[config.mk]
export PLATFORM = sky130hd
export DESIGN_NAME = rv_rr_arbiter
export DESIGN_NICKNAME = d
export VERILOG_FILES = /design/src/rtl/rv_rr_arbiter_pkg.sv /design/src/rtl/rv_onehot_encoder.sv /design/src/rtl/rv_rr_arbiter.sv
export SDC_FILE = /design/constraint.sdc
export NUM_CORES = 1
export LEC_CHECK = 0
export CORE_MARGIN = 10
export CORE_UTILIZATION = 35
export CTS_BUF_LIST = sky130_fd_sc_hd__clkbuf_16
export DETAILED_ROUTE_END_ITERATION = 6
export DONT_BUFFER_PORTS = 1
export GPL_TIMING_DRIVEN = 0
export RECOVER_POWER = 100
export SLEW_MARGIN = 20
export SYNTH_ARGS = -nofsm -noshare
export SYNTH_HDL_FRONTEND = slang
export SYNTH_SLANG_ARGS = --single-unit
[constraint.sdc]
create_clock -name clk -period 1.9 [get_ports clk]
set_clock_uncertainty 0.2 [all_clocks]
set_input_delay 0 -clock clk [delete_from_list [all_inputs] [get_ports clk]]
set_output_delay 0 -clock clk [all_outputs]
set_load 0.03 [all_outputs]
[src/rtl/rv_rr_arbiter_pkg.sv]
// Shared definitions for the round-robin arbiter: state encodings and index-width helper.
package rv_rr_arbiter_pkg;

    localparam logic RV_ARB_STATE_OPEN = 1'b0;
    localparam logic RV_ARB_STATE_HOLD = 1'b1;

    typedef enum logic {
        StOpen = RV_ARB_STATE_OPEN,
        StHold = RV_ARB_STATE_HOLD
    } rv_arb_state_e;

    // $clog2 with a floor of 1 so single-entry vectors still get a legal index port.
    function automatic int unsigned rv_idx_width(input int unsigned n);
        return (n > 1) ? $clog2(n) : 1;
    endfunction

endpackage

[src/rtl/rv_onehot_encoder.sv]
// One-hot to binary encoder; MODEL 2 ORs the indices of all set bits, other models pick the highest.
module rv_onehot_encoder
    import rv_rr_arbiter_pkg::*;
#(
    parameter int unsigned N       = 4,
    parameter int unsigned MODEL   = 2,
    parameter bit          REVERSE = 1'b0,
    parameter int unsigned LN      = rv_idx_width(N)
) (
    input  logic [N-1:0]  data_in,
    output logic [LN-1:0] data_out,
    output logic          valid_out
);

    assign valid_out = |data_in;

    if (MODEL == 2) begin : g_or_model
        always_comb begin
            data_out = '0;
            for (int i = 0; i < int'(N); i++) begin
                if (data_in[i]) begin
                    data_out = data_out | (REVERSE ? LN'(int'(N) - 1 - i) : LN'(i));
                end
            end
        end
    end else begin : g_prio_model
        always_comb begin
            data_out = '0;
            for (int i = 0; i < int'(N); i++) begin
                if (data_in[i]) begin
                    data_out = REVERSE ? LN'(int'(N) - 1 - i) : LN'(i);
                end
            end
        end
    end

endmodule

[src/rtl/rv_rr_arbiter.sv]
// Round-robin arbiter with valid/ready grant handshake; priority rotates only on accepted grants
// and an optional lock holds a stalled grant stable until it is accepted or its requester drops.
module rv_rr_arbiter
    import rv_rr_arbiter_pkg::*;
#(
    parameter int unsigned NUM_REQS     = 4,
    parameter bit          LOCK_ENABLE  = 1'b1,
    parameter int unsigned LOG_NUM_REQS = rv_idx_width(NUM_REQS)
) (
    input  logic                    clk,
    input  logic                    reset,
    input  logic [NUM_REQS-1:0]     requests,
    input  logic                    grant_ready,
    output logic                    grant_valid,
    output logic [NUM_REQS-1:0]     grant_onehot,
    output logic [LOG_NUM_REQS-1:0] grant_index
);

    logic enc_valid;

    assign grant_valid = |requests;

    if (NUM_REQS == 1) begin : g_single
        logic unused_ready;
        assign unused_ready = grant_ready;
        assign grant_onehot = requests;
    end else begin : g_multi
        rv_arb_state_e               state_q, state_d;
        logic [NUM_REQS-1:0]         held_q, held_d;
        logic [LOG_NUM_REQS-1:0]     last_q, last_d;
        logic [2*NUM_REQS-1:0]       req_dbl, pick_dbl;
        logic [NUM_REQS-1:0]         rot_onehot;
        logic                        hold_hit;
        logic                        found;

        assign req_dbl = {requests, requests};

        // Scanning the doubled vector above last_q covers last_q+1 .. last_q+NUM_REQS exactly once,
        // so folding the halves wraps at NUM_REQS rather than at a power of two.
        always_comb begin
            pick_dbl = '0;
            found    = 1'b0;
            for (int j = 0; j < 2 * int'(NUM_REQS); j++) begin
                if (!found && req_dbl[j] && (j > int'(last_q))) begin
                    found       = 1'b1;
                    pick_dbl[j] = 1'b1;
                end
            end
        end

        assign rot_onehot   = pick_dbl[NUM_REQS-1:0] | pick_dbl[2*NUM_REQS-1:NUM_REQS];
        assign hold_hit     = (state_q == StHold) && (|(requests & held_q));
        assign grant_onehot = hold_hit ? held_q : rot_onehot;

        always_comb begin
            state_d = state_q;
            held_d  = held_q;
            last_d  = last_q;
            if (grant_valid && grant_ready) begin
                last_d  = grant_index;
                state_d = StOpen;
            end else if (grant_valid && LOCK_ENABLE) begin
                // Also covers a held drop that stalls on the new winner: the lock moves to it.
                state_d = StHold;
                held_d  = grant_onehot;
            end else if (!grant_valid) begin
                state_d = StOpen;
            end
        end

        always_ff @(posedge clk or negedge reset) begin
            if (!reset) begin
                last_q  <= LOG_NUM_REQS'(NUM_REQS - 1);
                state_q <= StOpen;
                held_q  <= '0;
            end else begin
                last_q  <= last_d;
                state_q <= state_d;
                held_q  <= held_d;
            end
        end
    end

    rv_onehot_encoder #(
        .N       (NUM_REQS),
        .MODEL   (2),
        .REVERSE (1'b0),
        .LN      (LOG_NUM_REQS)
    ) u_encoder (
        .data_in   (grant_onehot),
        .data_out  (grant_index),
        .valid_out (enc_valid)
    );

    a_enc_valid : assert property (@(posedge clk) disable iff (!reset) enc_valid == grant_valid);

endmodule
==> reports/metrics.cfg, run 1 <==
[cts]
cts.path.max_buffers=2
htreeDepth=1
cts_made_buffers=3
clkLatencyLatePin_ns=0.23
clk_pin_slew_ns=0.04
root_buffer=clkbuf_16
numClockSinks=7
cts_tree=built

[detailed_routing]
drt_wl_total_um=1540
drt_pass1_iterations=3
drc=0
vias=503
drtIter0Drc=4
ant_nets=0
vias_per_cell=5.47
routedWlPerCell_um=16.8

[sta]
fmax_mhz=549
timing.final.ws_setup_ns=0.0797
rsz0062_at_grt=no
slew_headroom_pct=68.4
period_minus_slack_ns=1.82
worst_pin_slew_ns=0.470
finalCritPeriodShare_pct=95.8
hold_viol=0
slew_violations=0
setup_viol=0

[yosys]
synth_compound_area_share_pct=25.3
ys_types=31
synth_fp_nets=70
synth_area_um2=574
synth_fa_ha_area_share_pct=0
synth_xor_area_share_pct=0
synth_top_family_by_area=compound AO/OA/AOI/OAI gates
synth_top_area_cell=dfrtp_1
synthSimpleGateAreaFrac_pct=22.2
yosys_warnings=0
avgSynthCellArea_um2=9.12
synth.area.top_cells=dfrtp_1, dfstp_2, mux2_4
synth_top_area_share_pct=21.8
yosysSeqAreaShare_pct=30.9
ys_ff_latch=7
netlist_instances=63
synthMuxAreaShare_pct=15.5

[layout]
final_common_cell=dlygate4sd3_1
fin_area_um2=816
final_cell_mix=dlygate4sd3_1, a21oi_1, inv_1, dfrtp_1, nand2_1
n_fill_cell=146
syn2layout_area_growth_pct=42.0
diodes=0
layout-drive-gt1-share_pct=35.5
nets=84

[job]
maxCapViolCount=0

[worst_setup_path]
cp-end-kind=primary output
crit_fanout=6
required_ns=1.70
worstPathCellList=inv_1 -> a221oi_4 -> nor2_2 -> mux2_4
cp_slowest_stage_delay_ns=0.57
crit_slowest_cell=dfstp_2
start_kind=register
r2r_start=g_multi.held_q[2]
crit_type=reg2out
path_buf_inv=1
crit_path_start=g_multi.last_q[0]
r2r_cells=5
crit_cells=4
critPathTopFamily=flip-flops
critPathArrivalTime_ns=1.62

[pwr]
switching_share_pct=42.2
p_leak_nw=0.362
internal_power_uw=775
clock_power_share_pct=26.4
ir_worst_vdd_v=0.000957
sequentialPowerShare_pct=23.4
power_switching_uw=566
comb_power_share_pct=50.2
p_per_area_nw_per_um2=1640

[placement]
io_buffers=0
dpl-instance-area_um2=594
place.gp.congestion=0.749
dp_hpwl_um=1060
dpl_worst_slack_ns=-0.101

[floorplan]
die_h_um=60.5
die_area_um2=3660
coreArea_um2=1520
start_util_pct=37.7
boundaryPins=14
rows=14
die_x_um=60.5

[grt]
grt_util_all_layers_pct=9.10
grt_max_degree=11
grt_antenna_before_repair=0
grt_pass1_wl_um=2540
grt_pass1_vias=523
grt_overflow=0

[hold_path]
hp-class=in2reg
holdPathStages=3
hold_start=requests[0]

[run_status]
status=finished, final reports clean

per-layer routing:
metal,vias to the layer above,GRT usage [%],wire length (µm)
li1,257,-,-
met1,234,10.8,750
met2,12,14.6,714
met3,0,5.01,78
met4,0,0.940,0
met5,-,0,0
tightest hold or removal path, delay by kind of cell:
family           cells  cell delay [ns]
AND/OR/NAND/NOR      2             0.34
AO/OA/AOI/OAI        1             0.12
power groups by stage:
stage               clock (mW)  sequential (mW)  combinational [mW]
floorplan                    0            0.266               0.480
global placement             0            0.284               0.538
detailed placement           0            0.286               0.546
CTS                      0.361            0.312               0.600
global route             0.373            0.325               0.726
finish                   0.354            0.313               0.674
layout make-up:
type	instances	area, µm²	area share [%]
buffer	2	16.3	1.99
clock buffer	3	75.1	9.20
clock inverter	1	3.75	0.460
inverter	4	15.0	1.84
multi-input combinational	49	419	51.4
sequential	7	178	21.8
tap	16	20.0	2.45
timing repair buffer	10	88.8	10.9
flip-flops by register name (all words and copies together), names as in the netlist:
name / flops
g_multi.state_q: 1
g_multi.held_q: 4
g_multi.last_q: 2
cell usage after synthesis (all sizes together):
cell	count
clkbuf	1
inv	4
o211a	1
or2b	2
mux2	6
a21o	1
nor3	3
a22o	2
o221a	1
a21oi	6
nand2	5
nor2b	1
nand3	1
a221oi	1
o21ai	5
o21a	1
buf	2
mux2i	1
nand2b	2
nor2	6
o211ai	1
or4	1
o31ai	1
dfrtp	5
dfstp	2
nor4	1
timing repair:
action | in CTS | in global routing
hold buffers | 7 | 0
endpoints found under the hold margin | 15 | 0
gates resized for setup | 9 | 5
pin swaps | 0 | 3
buffers inserted | 0 | 3
endpoints found under the setup margin | 7 | 5
per-stage QoR:
step	utilization, %	hold WS (ns)	total power, mW	instances	setup TNS, ns
final	53.5	0.0446	1.34	92	0
after global routing	53.5	0.0643	1.42	92	0
after detailed placement	39.0	-0.495	0.832	79	-0.330
after CTS	50.9	0.00153	1.27	89	0
after floorplan	-	-0.496	0.746	63	0
after global placement	39.0	-0.495	0.822	79	-0.222
cell families after synthesis:
logic type,Yosys count
AO/OA/AOI/OAI,20
buffers and inverters,7
AND/OR/NAND/NOR,22
multiplexers,7
flip-flops,7
worst paths after layout:
path / end / slack [ns]
worst max-delay path: grant_onehot[3] / 0.08
worst min register to register: g_multi.last_q[0] / 0.30
max in group asynchronous: g_multi.last_q[0] / 0.75
worst max register to register: g_multi.held_q[0] / 0.10
min in group asynchronous: g_multi.state_q / 0.45
worst min-delay path: g_multi.last_q[0] / 0.04
Power figures use the tool's default switching activity.
==> run 2, diff against run 1 <==
--- a/config.mk
+++ b/config.mk
@@ -5,12 +5,13 @@
 export SDC_FILE = /design/constraint.sdc
 export NUM_CORES = 1
 export LEC_CHECK = 0
-export CORE_MARGIN = 10
+export CORE_MARGIN = 4
 export CORE_UTILIZATION = 35
 export CTS_BUF_LIST = sky130_fd_sc_hd__clkbuf_16
 export DETAILED_ROUTE_END_ITERATION = 6
 export DONT_BUFFER_PORTS = 1
 export GPL_TIMING_DRIVEN = 0
+export PLACE_DENSITY = 0.56
 export RECOVER_POWER = 100
 export SLEW_MARGIN = 20
 export SYNTH_ARGS = -nofsm -noshare
==> reports/metrics.cfg, run 2 (synthesized netlist as in run 1, its figures left out) <==
[cts]
clk_pin_slew_ns=0.03
htreeDepth=1
numClockSinks=7
clkLatencyLatePin_ns=0.23
root_buffer=clkbuf_16
cts_made_buffers=3
cts_tree=built
cts.path.max_buffers=2

[detailed_routing]
ant_nets=0
vias=528
drc=0
drtIter0Drc=11
drt_wl_total_um=1390
drt_pass1_iterations=4
vias_per_cell=5.74
routedWlPerCell_um=15.1

[floorplan]
die_h_um=48.5
boundaryPins=14
coreArea_um2=1520
rows=14
start_util_pct=37.7
die_area_um2=2350
die_x_um=48.5

[pwr]
p_total_mw=1.24
ir_worst_vdd_v=0.000553
p_per_area_nw_per_um2=1600
p_leak_nw=0.354

[worst_setup_path]
worstPathCellList=a22o_2 -> o21ai_2 -> mux2_2
crit_fanout=6
crit_type=reg2out
cp-end-kind=primary output
critPathArrivalTime_ns=1.66
cp_slowest_stage_delay_ns=0.47
required_ns=1.70
start_kind=register
crit_slowest_cell=mux2_2

[layout]
final_cell_mix=dlygate4sd3_1, a21oi_1, nor2_1, inv_1, dfrtp_1
diodes=0
fin_util_pct=51.1
final_common_cell=dlygate4sd3_1
regMostFlops=g_multi.held_q
nets=84
n_fill_cell=142
reg_top3=g_multi.held_q (4), g_multi.last_q (2), g_multi.state_q (1)
syn2layout_area_growth_pct=35.7
largest_reg_flops=4
layout-drive-gt1-share_pct=32.9

[placement]
place.gp.congestion=0.743
io_buffers=0
dp_hpwl_um=983

[grt]
grt_pass1_vias=520
grt_antenna_before_repair=0
grt_overflow=0
grt_max_degree=11
grt_pass1_wl_um=2360
grt_util_all_layers_pct=13.0

[sta]
hold_viol=1
hold_slack_ns=-0.0689
period_minus_slack_ns=1.86
rsz0062_at_grt=yes
slew_violations=0
worst_pin_slew_ns=0.408
setup_viol=0
fmax_mhz=537
slew_headroom_pct=72.8
finalCritPeriodShare_pct=97.9

[hold_path]
hp-class=in2reg

[run_status]
status=finished, violations left
violations=hold timing

[job]
maxCapViolCount=0

run 2: timing repair:
item                       in CTS  in global routing
gates resized for setup         6                  2
pin swaps                       1                  3
hold endpoints to repair       15                  2
hold buffers                    5                  3
setup endpoints to repair       7                  5
setup buffers                   0                  2
run 2: per-stage QoR:
stage | std cells | cell area (µm²) | TNS (ns) | worst slack [ns]
2_1_floorplan | 63 | 574 | 0 | 0.0960
6_report | 92 | 779 | 0 | 0.0395
4_1_cts | 87 | 742 | 0 | 0.00575
3_3_place_gp | 79 | 594 | -0.163 | -0.0673
3_5_place_dp | 79 | 594 | -0.260 | -0.107
5_1_grt | 92 | 779 | -0.115 | -0.0263
run 2: layout make-up:
cell class                      count  area [µm²]  share of cell area [%]
Buffer                              2        16.3                    2.09
Inverter                            4        15.0                    1.93
Multi-Input combinational cell     49         377                    48.3
Clock inverter                      1        3.75                   0.482
Timing Repair Buffer               10        95.1                    12.2
Tap cell                           16        20.0                    2.57
Clock buffer                        3        75.1                    9.63
Sequential cell                     7         178                    22.8
run 2: final timing paths:
path                                   start                 to  slack, ns  cells past startpoint
hold reg to reg            g_multi.last_q[0]  g_multi.last_q[0]       0.31                      2
hold / removal                   requests[0]  g_multi.held_q[2]      -0.07                      3
setup / recovery           g_multi.held_q[2]    grant_onehot[1]       0.04                      3
max in group asynchronous              reset  g_multi.last_q[0]       0.77                      2
setup reg to reg           g_multi.held_q[2]  g_multi.held_q[1]       0.07                      5
min in group asynchronous              reset  g_multi.held_q[2]       0.44                      2
run 2: where the power goes:
| part | switching [mW] | internal, mW |
|---|---|---|
| clock network | 0.0757 | 0.273 |
| logic | 0.345 | 0.237 |
| registers | 0.0870 | 0.225 |
run 2: layer usage:
metal	part of all wire [%]	GRT usage, %	up-vias	wire length [µm]
li1	-	-	253	-
met3	6.6	3.99	5	92
met1	46	16.5	253	634
met4	3.0	8.07	0	41
met2	45	18.9	17	621
met5	0	0	-	0
run 2: critical path, delay by kind of cell (launching register included):
family,cells,cell delay (ns)
AOI/OAI and AO/OA,2,0.56
DFF,1,0.40
muxes,1,0.47
==> run 3, diff against run 2 <==
--- a/config.mk
+++ b/config.mk
@@ -5,13 +5,13 @@
 export SDC_FILE = /design/constraint.sdc
 export NUM_CORES = 1
 export LEC_CHECK = 0
+export BUFFER_PORTS_ARGS = -buffer_cell sky130_fd_sc_hd__buf_2
 export CORE_MARGIN = 4
 export CORE_UTILIZATION = 35
 export CTS_BUF_LIST = sky130_fd_sc_hd__clkbuf_16
 export DETAILED_ROUTE_END_ITERATION = 6
-export DONT_BUFFER_PORTS = 1
 export GPL_TIMING_DRIVEN = 0
-export PLACE_DENSITY = 0.56
+export PLACE_DENSITY = 0.63
 export RECOVER_POWER = 100
 export SLEW_MARGIN = 20
 export SYNTH_ARGS = -nofsm -noshare
==> constraint.sdc (replaced) <==
create_clock -name clk -period 1.75 [get_ports clk]
set_clock_uncertainty 0.2 [all_clocks]
set_input_delay 0 -clock clk [delete_from_list [all_inputs] [get_ports clk]]
set_output_delay 0 -clock clk [all_outputs]
set_load 0.03 [all_outputs]
==> reports/metrics.cfg, run 3 (synthesized netlist as in run 1, its figures left out) <==
[sta]
slew_violations=0
rsz0062_at_grt=yes
setup_viol=8
worst_pin_slew_ns=0.499
timing.final.ws_setup_ns=-0.132
slew_headroom_pct=66.7
fmax_mhz=531
hold_viol=0
period_minus_slack_ns=1.88
hold_slack_ns=0.0358
finalCritPeriodShare_pct=108

[floorplan]
die_h_um=48.5
die_area_um2=2350
boundaryPins=14
die_x_um=48.5
rows=14
start_util_pct=37.7
coreArea_um2=1520

[detailed_routing]
ant_nets=0
drt_wl_total_um=1550
drtIter0Drc=15
vias=586
drt_pass1_iterations=4
vias_per_cell=5.43
drc=0
routedWlPerCell_um=14.4

[grt]
grt_pass1_vias=579
grt_max_degree=11
grt_pass1_wl_um=2580
grt_overflow=0
grt_util_all_layers_pct=13.8
grt_antenna_before_repair=0

[cts]
clkLatencyLatePin_ns=0.23
cts_made_buffers=3
numClockSinks=7
clk_pin_slew_ns=0.03
cts.path.max_buffers=2
root_buffer=clkbuf_16
htreeDepth=1
cts_tree=built

[layout]
diodes=0
syn2layout_area_growth_pct=66.9
layout-drive-gt1-share_pct=54.3
reg_top3=g_multi.held_q (4), g_multi.last_q (2), g_multi.state_q (1)
regMostFlops=g_multi.held_q
largest_reg_flops=4
stdcell_count=108
nets=100
fin_util_pct=62.9
final_cell_mix=buf_4, buf_6, mux2_4
final_common_cell=buf_4

[worst_setup_path]
critPathArrivalTime_ns=1.68
crit_fanout=5
required_ns=1.55
crit_type=reg2out
critPathTopFamily=compound AO/OA/AOI/OAI gates
path_buf_inv=2
start_kind=register
cp-end-kind=primary output
worstPathCellList=a22o_2 -> o21ai_4 -> buf_4 -> mux2_4 -> buf_6
cp_slowest_stage_delay_ns=0.42
crit_slowest_cell=dfrtp_1

[run_status]
status=finished, violations left
violations=setup timing

[pwr]
switching_share_pct=38.5
internal_power_mw=1.05
p_total_mw=1.71
p_leak_nw=0.457
sequentialPowerShare_pct=19.2
comb_power_share_pct=58.3
clock_power_share_pct=22.5
power_switching_uw=661
p_per_area_nw_per_um2=1790
ir_worst_vdd_v=0.00126

[hold_path]
hp-class=in2reg

[job]
maxCapViolCount=0

[placement]
place_inst=90
dp_hpwl_um=1000
place.gp.congestion=0.780
io_buffers=11

-- run 3: cell count changes in the layout (fill, tap and decap cells not counted), moves of 2 or more --
cell | before | now
dlygate4sd3_1 | 7 | 4
a21oi_1 | 5 | 2
buf_2 | 1 | 4
mux2_2 | 2 | 0
buf_4 | 2 | 11
a21oi_2 | 1 | 3
clkbuf_1 | 0 | 2
buf_6 | 1 | 7
mux2_4 | 4 | 6
-- run 3: power groups by stage --
stage	registers, mW	logic (mW)	clock network (mW)
detailed placement	0.308	0.667	0
global placement	0.305	0.657	0
CTS	0.321	0.890	0.395
finish	0.330	0.999	0.386
floorplan	0.289	0.536	0
global route	0.340	1.07	0.407
-- run 3: path summary, 6_finish.rpt --
path | startpoint | endpoint | slack [ns] | cells after the start
hold / removal | requests[3] | g_multi.state_q | 0.04 | 3
setup / recovery | g_multi.held_q[3] | grant_onehot[1] | -0.13 | 5
hold reg to reg | g_multi.held_q[0] | g_multi.held_q[0] | 0.34 | 1
min in group asynchronous | reset | g_multi.last_q[1] | 0.15 | 2
setup reg to reg | g_multi.held_q[3] | g_multi.held_q[3] | -0.01 | 6
max in group asynchronous | reset | g_multi.state_q | 0.52 | 3
-- run 3: final cells by class --
type | instances | area [µm²]
Buffer | 2 | 15.0
Clock buffer | 3 | 75.1
Clock inverter | 1 | 3.75
Fill cell | 128 | 566
Inverter | 4 | 15.0
Multi-Input combinational cell | 49 | 438
Sequential cell | 7 | 178
Tap cell | 16 | 20.0
Timing Repair Buffer | 26 | 214
-- run 3: per-stage QoR --
stage,instance area (µm²),worst slack (ns),TNS [ns]
6_report,958,-0.132,-0.543
5_1_grt,958,-0.184,-1.05
4_1_cts,900,-0.120,-0.647
3_5_place_dp,654,-0.146,-0.288
3_3_place_gp,654,-0.122,-0.240
2_1_floorplan,579,0.0761,0
-- run 3: repair_timing --
item | 4_1_cts | 5_1_grt
gates resized for setup | 22 | 8
endpoints found under the setup margin | 7 | 10
endpoints found under the hold margin | 11 | 0
pin swaps | 7 | 6
hold buffers | 4 | 0
buffers inserted | 8 | 4
-- run 3: worst reg2reg max path, delay by kind of cell, from the launching register on --
| family | cells | cell delay, ns |
|---|---|---|
| and+or+nand+nor | 1 | 0.06 |
| buffers and inverters | 2 | 0.22 |
| AOI/OAI and AO/OA | 2 | 0.45 |
| muxes | 1 | 0.30 |
| DFF | 1 | 0.42 |
-- run 3: layer usage --
layer | track usage (%) | vias to the layer above | wire length, µm
met5 | 0 | - | 0
met4 | 7.17 | 0 | 13
li1 | - | 286 | -
met2 | 22.6 | 13 | 807
met1 | 15.4 | 285 | 655
met3 | 5.21 | 2 | 78
